**config.mk**
```make
export PLATFORM = sky130hd
export DESIGN_NAME = dmem_bus_bridge
export DESIGN_NICKNAME = d
export VERILOG_FILES = /design/src/rtl/dmem_bus_bridge.sv
export SDC_FILE = /design/constraint.sdc
export NUM_CORES = 1
export LEC_CHECK = 0
export ABC_AREA = 0
export CORE_UTILIZATION = 39
export CTS_BUF_LIST = sky130_fd_sc_hd__clkbuf_2 sky130_fd_sc_hd__clkbuf_4 sky130_fd_sc_hd__clkbuf_8
export CTS_CLUSTER_DIAMETER = 80
export CTS_CLUSTER_SIZE = 16
export DETAILED_ROUTE_END_ITERATION = 8
export PLACE_DENSITY = 0.79
export SETUP_SLACK_MARGIN = 0.1
export SYNTH_ARGS = -nofsm -noshare
export SYNTH_HDL_FRONTEND = slang
export SYNTH_SLANG_ARGS = --single-unit
```
**constraint.sdc**
```tcl
create_clock -name clk -period 1.9 [get_ports clk]
set_clock_uncertainty 0.1 [all_clocks]
set_input_delay 0.38 -clock clk [delete_from_list [all_inputs] [get_ports clk]]
set_output_delay 0.38 -clock clk [all_outputs]
set_load 0.01 [all_outputs]
```
**src/rtl/dmem_bus_bridge.sv**
```systemverilog
// Data-memory bus bridge: turns the mem stage's combinational RAM request into a
// registered req/ack bus cycle. Optional ack timeout enabled by DMEM_TIMEOUT_EN.
module dmem_bus_bridge #(
    parameter int ADDR_W         = 32,
    parameter int TIMEOUT_CYCLES = 255
) (
    input  logic              clk,
    input  logic              rst,
    input  logic              mem_ce_i,
    input  logic              mem_we_i,
    input  logic [ADDR_W-1:0] mem_addr_i,
    input  logic [2:0]        mem_sel_i,
    input  logic [31:0]       mem_wdata_i,
    output logic [31:0]       mem_rdata_o,
    output logic              stall_req_o,
    output logic              misalign_o,
    output logic              bus_err_o,
    output logic              bus_req_o,
    output logic              bus_we_o,
    output logic [ADDR_W-1:0] bus_addr_o,
    output logic [3:0]        bus_be_o,
    output logic [31:0]       bus_wdata_o,
    input  logic              bus_ack_i,
    input  logic [31:0]       bus_rdata_i
);

    typedef enum logic [1:0] {IDLE, BUSY, DONE} state_t;

    state_t      state;
    logic        access_ok;
    logic [3:0]  be_next;
    logic [31:0] wdata_next;

`ifdef DMEM_TIMEOUT_EN
    localparam logic [7:0] TIMEOUT_LAST = 8'(TIMEOUT_CYCLES - 1);
    logic [7:0] wait_cnt;
`else
    logic unused_cfg;
    assign unused_cfg = (TIMEOUT_CYCLES == 0);
    assign bus_err_o  = 1'b0;
`endif

    // Size decode, alignment check and lane steering of the incoming request.
    always_comb begin
        access_ok  = 1'b0;
        be_next    = 4'b0000;
        wdata_next = 32'h0;
        case (mem_sel_i)
            3'b000: begin
                access_ok  = 1'b1;
                be_next    = 4'b0001 << mem_addr_i[1:0];
                wdata_next = {4{mem_wdata_i[7:0]}};
            end
            3'b001: begin
                access_ok  = ~mem_addr_i[0];
                be_next    = mem_addr_i[1] ? 4'b1100 : 4'b0011;
                wdata_next = {2{mem_wdata_i[15:0]}};
            end
            3'b010: begin
                access_ok  = (mem_addr_i[1:0] == 2'b00);
                be_next    = 4'b1111;
                wdata_next = mem_wdata_i;
            end
            default: ;
        endcase
        if (!mem_we_i) begin
            wdata_next = 32'h0;
        end
    end

    // Stall must rise in the same cycle as the request so the pipeline never advances past it.
    assign stall_req_o = rst && (((state == IDLE) && mem_ce_i) || (state == BUSY));

    always_ff @(posedge clk or negedge rst) begin
        if (!rst) begin
            state       <= IDLE;
            bus_req_o   <= 1'b0;
            bus_we_o    <= 1'b0;
            bus_addr_o  <= '0;
            bus_be_o    <= 4'b0000;
            bus_wdata_o <= 32'h0;
            mem_rdata_o <= 32'h0;
            misalign_o  <= 1'b0;
`ifdef DMEM_TIMEOUT_EN
            bus_err_o   <= 1'b0;
            wait_cnt    <= 8'h00;
`endif
        end else begin
            case (state)
                IDLE: begin
                    misalign_o <= 1'b0;
                    if (mem_ce_i) begin
                        if (access_ok) begin
                            bus_req_o   <= 1'b1;
                            bus_we_o    <= mem_we_i;
                            bus_addr_o  <= {mem_addr_i[ADDR_W-1:2], 2'b00};
                            bus_be_o    <= be_next;
                            bus_wdata_o <= wdata_next;
`ifdef DMEM_TIMEOUT_EN
                            wait_cnt    <= 8'h00;
`endif
                            state       <= BUSY;
                        end else begin
                            mem_rdata_o <= 32'h0;
                            misalign_o  <= 1'b1;
                            state       <= DONE;
                        end
                    end
                end
                BUSY: begin
                    if (bus_ack_i) begin
                        if (!bus_we_o) begin
                            mem_rdata_o <= bus_rdata_i;
                        end
                        bus_req_o <= 1'b0;
                        state     <= DONE;
                    end
`ifdef DMEM_TIMEOUT_EN
                    // An ack on the final allowed cycle takes priority over the timeout.
                    else if (wait_cnt == TIMEOUT_LAST) begin
                        bus_req_o   <= 1'b0;
                        mem_rdata_o <= 32'h0;
                        bus_err_o   <= 1'b1;
                        state       <= DONE;
                    end else begin
                        wait_cnt <= wait_cnt + 8'h01;
                    end
`endif
                end
                DONE: begin
                    misalign_o <= 1'b0;
`ifdef DMEM_TIMEOUT_EN
                    bus_err_o  <= 1'b0;
`endif
                    state      <= IDLE;
                end
                default: state <= IDLE;
            endcase
        end
    end

endmodule

```
Word level (Yosys, flattened, before mapping)
Index checks and enable logic that the tools add are counted.
{"block": "op_classes", "n_eq_ne": 9, "shift": 1, "muxes": 21, "bitwise_logic": 1, "n_reduce_logical": 12}
{"op": "32-bit two-way mux", "n": 5}
{"op": "32-bit one-hot mux with 3 select lines", "n": 1}
{"op": "32-bit one-hot mux with 2 select lines", "n": 1}
{"op": "4-bit one-hot mux with 3 select lines", "n": 1}
{"op": "2-bit inequality test, second input constant", "n": 5}
{"op": "2-bit two-way mux", "n": 3}
{"op": "1-bit two-way mux", "n": 5}
{"op": "5-bit AND reduction", "n": 1}
{"op": "2-bit logical NOT", "n": 2}
{"op": "4-bit two-way mux", "n": 1}
{"op": "1-bit one-hot mux with 2 select lines", "n": 2}
{"op": "2-bit one-hot mux with 2 select lines", "n": 1}
{"op": "4-bit AND reduction", "n": 1}
{"op": "2-bit nonzero test", "n": 2}
{"op": "1-bit by 2-bit left shift with 4-bit output, first input constant", "n": 1}
{"op": "3-bit by 1-bit equality test with 1-bit output, second input constant", "n": 1}
{"op": "3-bit by 2-bit equality test with 1-bit output, second input constant", "n": 1}
{"op": "3-bit logical NOT", "n": 1}
{"op": "1-bit one-hot mux with 3 select lines", "n": 1}
{"op": "3-bit AND reduction", "n": 1}
{"op": "2-bit by 1-bit equality test with 1-bit output, second input constant", "n": 1}
{"op": "2-bit equality test, second input constant", "n": 1}
{"op": "1-bit logical AND", "n": 2}
{"op": "2-bit AND reduction", "n": 1}
{"op": "other kinds (2)", "n": 2}
{"block": "word_totals", "regBits": 103}

Longest topological paths before layout
{"block": "logic_depth", "depth_word": 5, "ltp_mapped": 7, "depth_no_buf": 4}

Worst setup path before layout
Ideal clock, no wire load.
{"block": "synth_path", "kind": "input-to-reg", "from": "input port mem_addr_i[0]", "to": "register bus_wdata_o[20]", "t_arrival_ps": 1651, "required_ps": 1708, "setup_slack_ps": 56, "cell_stages": 6, "n_path_buf": 3, "path_cell_list": "or3_1 -> a211o_1 -> buf_6 -> buf_6 -> buf_6 -> o31ai_2"}
{"block": "synth_via", "elab_chain_len": 3}
{"item": "start: declaration", "line": "11", "text": "input logic [ADDR_W-1:0] mem_addr_i,"}
{"item": "2-bit logical NOT or 1-bit NOT (tied branches)", "line": "60, 55"}
{"item": "1-bit one-hot mux with 3 select lines (*)", "line": "48", "text": "case (mem_sel_i)"}
{"item": "3-bit AND reduction (no source line) (*)"}
{"item": "end signal: assignment", "line": "98", "text": "bus_wdata_o <= wdata_next;"}
{"item": "end: declaration", "line": "22", "text": "output logic [31:0] bus_wdata_o,"}
Every way passes the cells marked *; elsewhere a longest branch is shown, timed or not.
A chain may end at the register's enable or synchronous reset.

Worst setup path in the final report
{"block": "layout_path", "from": "register state[1]", "to": "register bus_addr_o[13]"}
{"block": "layout_via", "elab_chain_len": 2}
{"item": "start: declaration", "line": "29", "text": "state_t state;"}
{"item": "start signal: assignment", "line": "76", "text": "state <= IDLE;"}
{"item": "start signal: assignment", "line": "102", "text": "state <= BUSY;"}
{"item": "start signal: assignment", "line": "106", "text": "state <= DONE;"}
{"item": "2-bit logical NOT", "line": "89", "text": "case (state)"}
{"item": "3-bit AND reduction (no source line)"}
{"item": "end signal: assignment", "line": "96", "text": "bus_addr_o <= {mem_addr_i[ADDR_W-1:2], 2'b00};"}
{"item": "end: declaration", "line": "20", "text": "output logic [ADDR_W-1:0] bus_addr_o,"}
No other way between the ends.

==> key figures <==
Detailed routing
  – Routed vias: 4431
  – Total iterations of the first detailed-routing run: 4
  – Iteration-0 DRC Markers: 344
  – Drc violations: 0
  – Post-detailed-route count of antenna-violating nets: 0
  – Detailed Route WL: 14100 um
  – Post-detailed-route wirelength per cell: around 17 um
  – Via density per instance: 5.29

Flow run
  – Max-cap violations: 0

STA
  – Fraction of the cycle the final worst path needs: 96.5%
  – Final slew viol count: 0
  – Final period demand of the worst path: 1.83 ns
  – Final hold violations: 1
  – Crit path setup slack, layout: 0.0660 ns
  – Setup-failing EPs final: 0
  – Unrepaired setup endpoints after global routing: yes
  – Transition time at the pin with the least slew margin: 0.551 ns
  – Max-slew headroom: 63.3%
  – Smallest hold slack: -0.000594 ns
  – Achievable clock frequency: 545 MHz

Critical path
  – Capturing element type of the critical path: register
  – Worst path slowest cell: sky130_fd_sc_hd__or3b_4
  – Maximum fanout along the worst path: 13
  – Critical path buffers and inverters: 1
  – Arrival @ worst endpoint: slightly below 2 ns
  – WS Path Type: reg -> reg
  – R2R Setup Slk: 0.07 ns
  – Critical R2R Launch: state[1]
  – Launch point of the worst path: state[1]
  – Biggest cell delay along the critical path: 0.42 ns
  – Family of cells with the greatest summed delay on the critical path: simple AND/OR/NAND/NOR gates
  – WP data required: 2.05 ns
  – Cell chain of the critical path: or3b_4 > a211o_4 > buf_12 > mux2_2
  – Category of the worst setup path launch point: register

Yosys
  – Netlist Area Pre-Place: ~4600 sq um
  – Main synth FF type: sky130_fd_sc_hd__dfrtp_1
  – Fraction of registers with async set/reset: 100%
  – Dominant cells by area after synthesis: sky130_fd_sc_hd__dfrtp_1 (56%), sky130_fd_sc_hd__nand3_1 (10%), sky130_fd_sc_hd__mux2_2 (7.6%), sky130_fd_sc_hd__nand2_1 (6.6%), sky130_fd_sc_hd__o21ai_0 (3.6%)
  – Share of the synthesized area in the top cell type: between 50% and 60%
  – Flip-flop and latch count after synthesis: 103
  – Count of flip-flops with a built-in enable after synthesis: 0
  – Proportion of synthesized chip area in sequential cells: 55.9%
  – Synthesized area divided by synthesized cell count: roughly 9.9 sq um
  – Dominant cell type by area after synthesis: sky130_fd_sc_hd__dfrtp_1
  – Commonest cells in the netlist: sky130_fd_sc_hd__dfrtp_1 (103), sky130_fd_sc_hd__nand3_1 (94), sky130_fd_sc_hd__nand2_1 (81), sky130_fd_sc_hd__o21ai_0 (33), sky130_fd_sc_hd__mux2_2 (31)
  – Number of different library cells in the post-synthesis netlist: 28
  – Gate count after technology mapping: 467
  – Count of warnings emitted by yosys: 0
  – Library cell with the highest instance count after synthesis: sky130_fd_sc_hd__dfrtp_1

Clock tree
  – Clock latency on the worst-skew pair: 0.36 ns
  – TritonCTS clock tree: built
  – Inserted Clock Buffers: 9
  – H-tree Lvls: 3
  – Hold buffer count at CTS: 0
  – Maximum buffer depth of the clock tree: 2
  – Clock-pin slew on the worst setup and hold paths: 0.09 ns
  – Root cell of the clock tree: sky130_fd_sc_hd__clkbuf_8
  – Number of clock sinks: 103

Global routing
  – Antenna violations before repair: 0
  – GR Overflow Total: 0
  – Largest net degree at the start of global routing: 104
  – Number of global-route vias before repair: 4484
  – First-pass GRT wire length: 22700 um
  – Aggregate global-route resource usage: 23.1%

Placed design
  – Gpl congestion: between 0.8 and 0.9
  – Count of buffers from port buffering: 205
  – Detailed placement HPWL: 10200 um
  – Worst setup timing slack at the placement stage: -0.448 ns

Cells and area
  – Area of the multi-input gates: 1930 sq um
  – Util after Layout: around two thirds
  – Number of filler cells placed in the layout: 887
  – Layout cell share with drive strength beyond 1: 15.7%
  – Number of nets at the end of the flow: 794
  – Area growth from synthesis to final layout: 63.0%
  – Reg area: 2580 sq um
  – Count of inserted antenna diode cells: 0

Power
  – Part of the power in registers: 44.5%
  – Worst supply voltage drop on vdd: 0.000609 V
  – Net switching power: 1.76 mW
  – Static power due to leakage: 3.92 nW
  – Clock network power share: 24.0%
  – Total power per unit cell area: 831 nW/um^2
  – Internal power: between 4 and 5 mW
  – Gate power share: between 30% and 40%
  – Switching part of the total: 28.2%

Floorplanning
  – Die area: 12300 sq um
  – Starting utilization of the core area: slightly above 40%
  – Placeable Area: ~11000 sq um
  – # rows: 39
  – Total I/O pin count: ~210
  – Overall die width: approximately 110 um
  – Floorplan die height: 111 um

Status
  – Result of the run: finished, violations left
  – Violations in the final reports: negative hold slack

Hold path
  – Min-delay worst type: in -> async
==> layer usage <==
metal | GRT usage, % | vias up | part of all wire [%] | wire length, um
li1 | - | 2046 | - | -
met1 | 28.1 | 2170 | 40 | 5600
met2 | 39.9 | 194 | 50 | 7070
met3 | 6.67 | 21 | 8.4 | 1180
met4 | 6.67 | 0 | 1.5 | 204
met5 | 0 | - | 0 | 0
==> metrics by stage <==
step,power (mW),cells,cell area [sq um],setup TNS [ns]
CTS,6.32,832,7310,0
floorplan,3.51,469,4620,0
finish,6.26,837,7520,0
detailed placement,4.82,814,7050,-38.54
global route,6.57,837,7520,0
global placement,4.75,814,7050,-35.18
==> worst reg2reg max path, stage by stage (launching register included) <==
cell and delay (ns):
sky130_fd_sc_hd__dfrtp_1 0.41, sky130_fd_sc_hd__or3b_4 0.42, sky130_fd_sc_hd__a211o_4 0.34, sky130_fd_sc_hd__buf_12 0.17, sky130_fd_sc_hd__mux2_2 0.28
==> what timing repair did <==
item	CTS	global route
endpoints found under the setup margin	120	128
gates resized for setup	31	52
buffers inserted	1	3
cloned	2	2
==> final timing paths <==
kind,end,cells after the start
max in group asynchronous,bus_wdata_o[26],2
max,bus_addr_o[13],4
min reg2reg,bus_be_o[1],2
min in group clk,bus_be_o[1],2
max reg2reg,bus_addr_o[13],4
min,bus_be_o[0],2
==> registers in the layout, summed over array words and instances (netlist names) <==
name         cells
mem_rdata_o     32
state            2
bus_we_o         1
bus_wdata_o     32
bus_be_o         4
misalign_o       1
bus_addr_o      30
bus_req_o        1
==> layout make-up <==
cell class | instances | area share, %
clock buffer | 11 | 1.93
clock inverter | 4 | 0.931
inverter | 2 | 0.0998
multi-input combinational | 326 | 25.6
sequential | 103 | 34.3
tap | 143 | 2.38
timing repair buffer | 248 | 34.8
==> power by group through the flow <==
stage / sequential (mW) / clock (mW) / combinational, mW
after global placement: 2.82 / 0 / 1.93
after CTS: 2.79 / 1.54 / 1.99
after global routing: 2.83 / 1.63 / 2.10
after detailed placement: 2.84 / 0 / 1.99
after floorplan: 2.98 / 0 / 0.534
final: 2.78 / 1.50 / 1.97
==> logic make-up (layout without fill, tap and decap cells) <==
kind of cell | Yosys count | count (layout) | synth area share, %
mux | 39 | 39 | 9.30
other cells | 1 | 3 | 0.0813
compound gates | 74 | 75 | 9.19
buf+inv | 41 | 265 | 4.64
flops | 103 | 103 | 55.9
simple gates | 209 | 209 | 20.9
==> placed cells by master (no fill, tap or decap), drive strengths merged, types with 2 or more instances in the layout <==
cell type and instances:
nand2b 3, clkinv 2, nor3b 2, o31ai 8, bufinv 2, buf 42
a211o 2, a21oi 28, inv 2, clkdlybuf4s50 140, nor2b 12, o21ai 33
mux2i 8, nand3 94, dlymetal6s2s 40, nand2 81, nor2 13, a21boi 2
clkbuf 12, or3b 2, mux2 31, dlygate4sd2 23, conb 3, dfrtp 103
No activity file was read; power rests on OpenSTA's default activity.
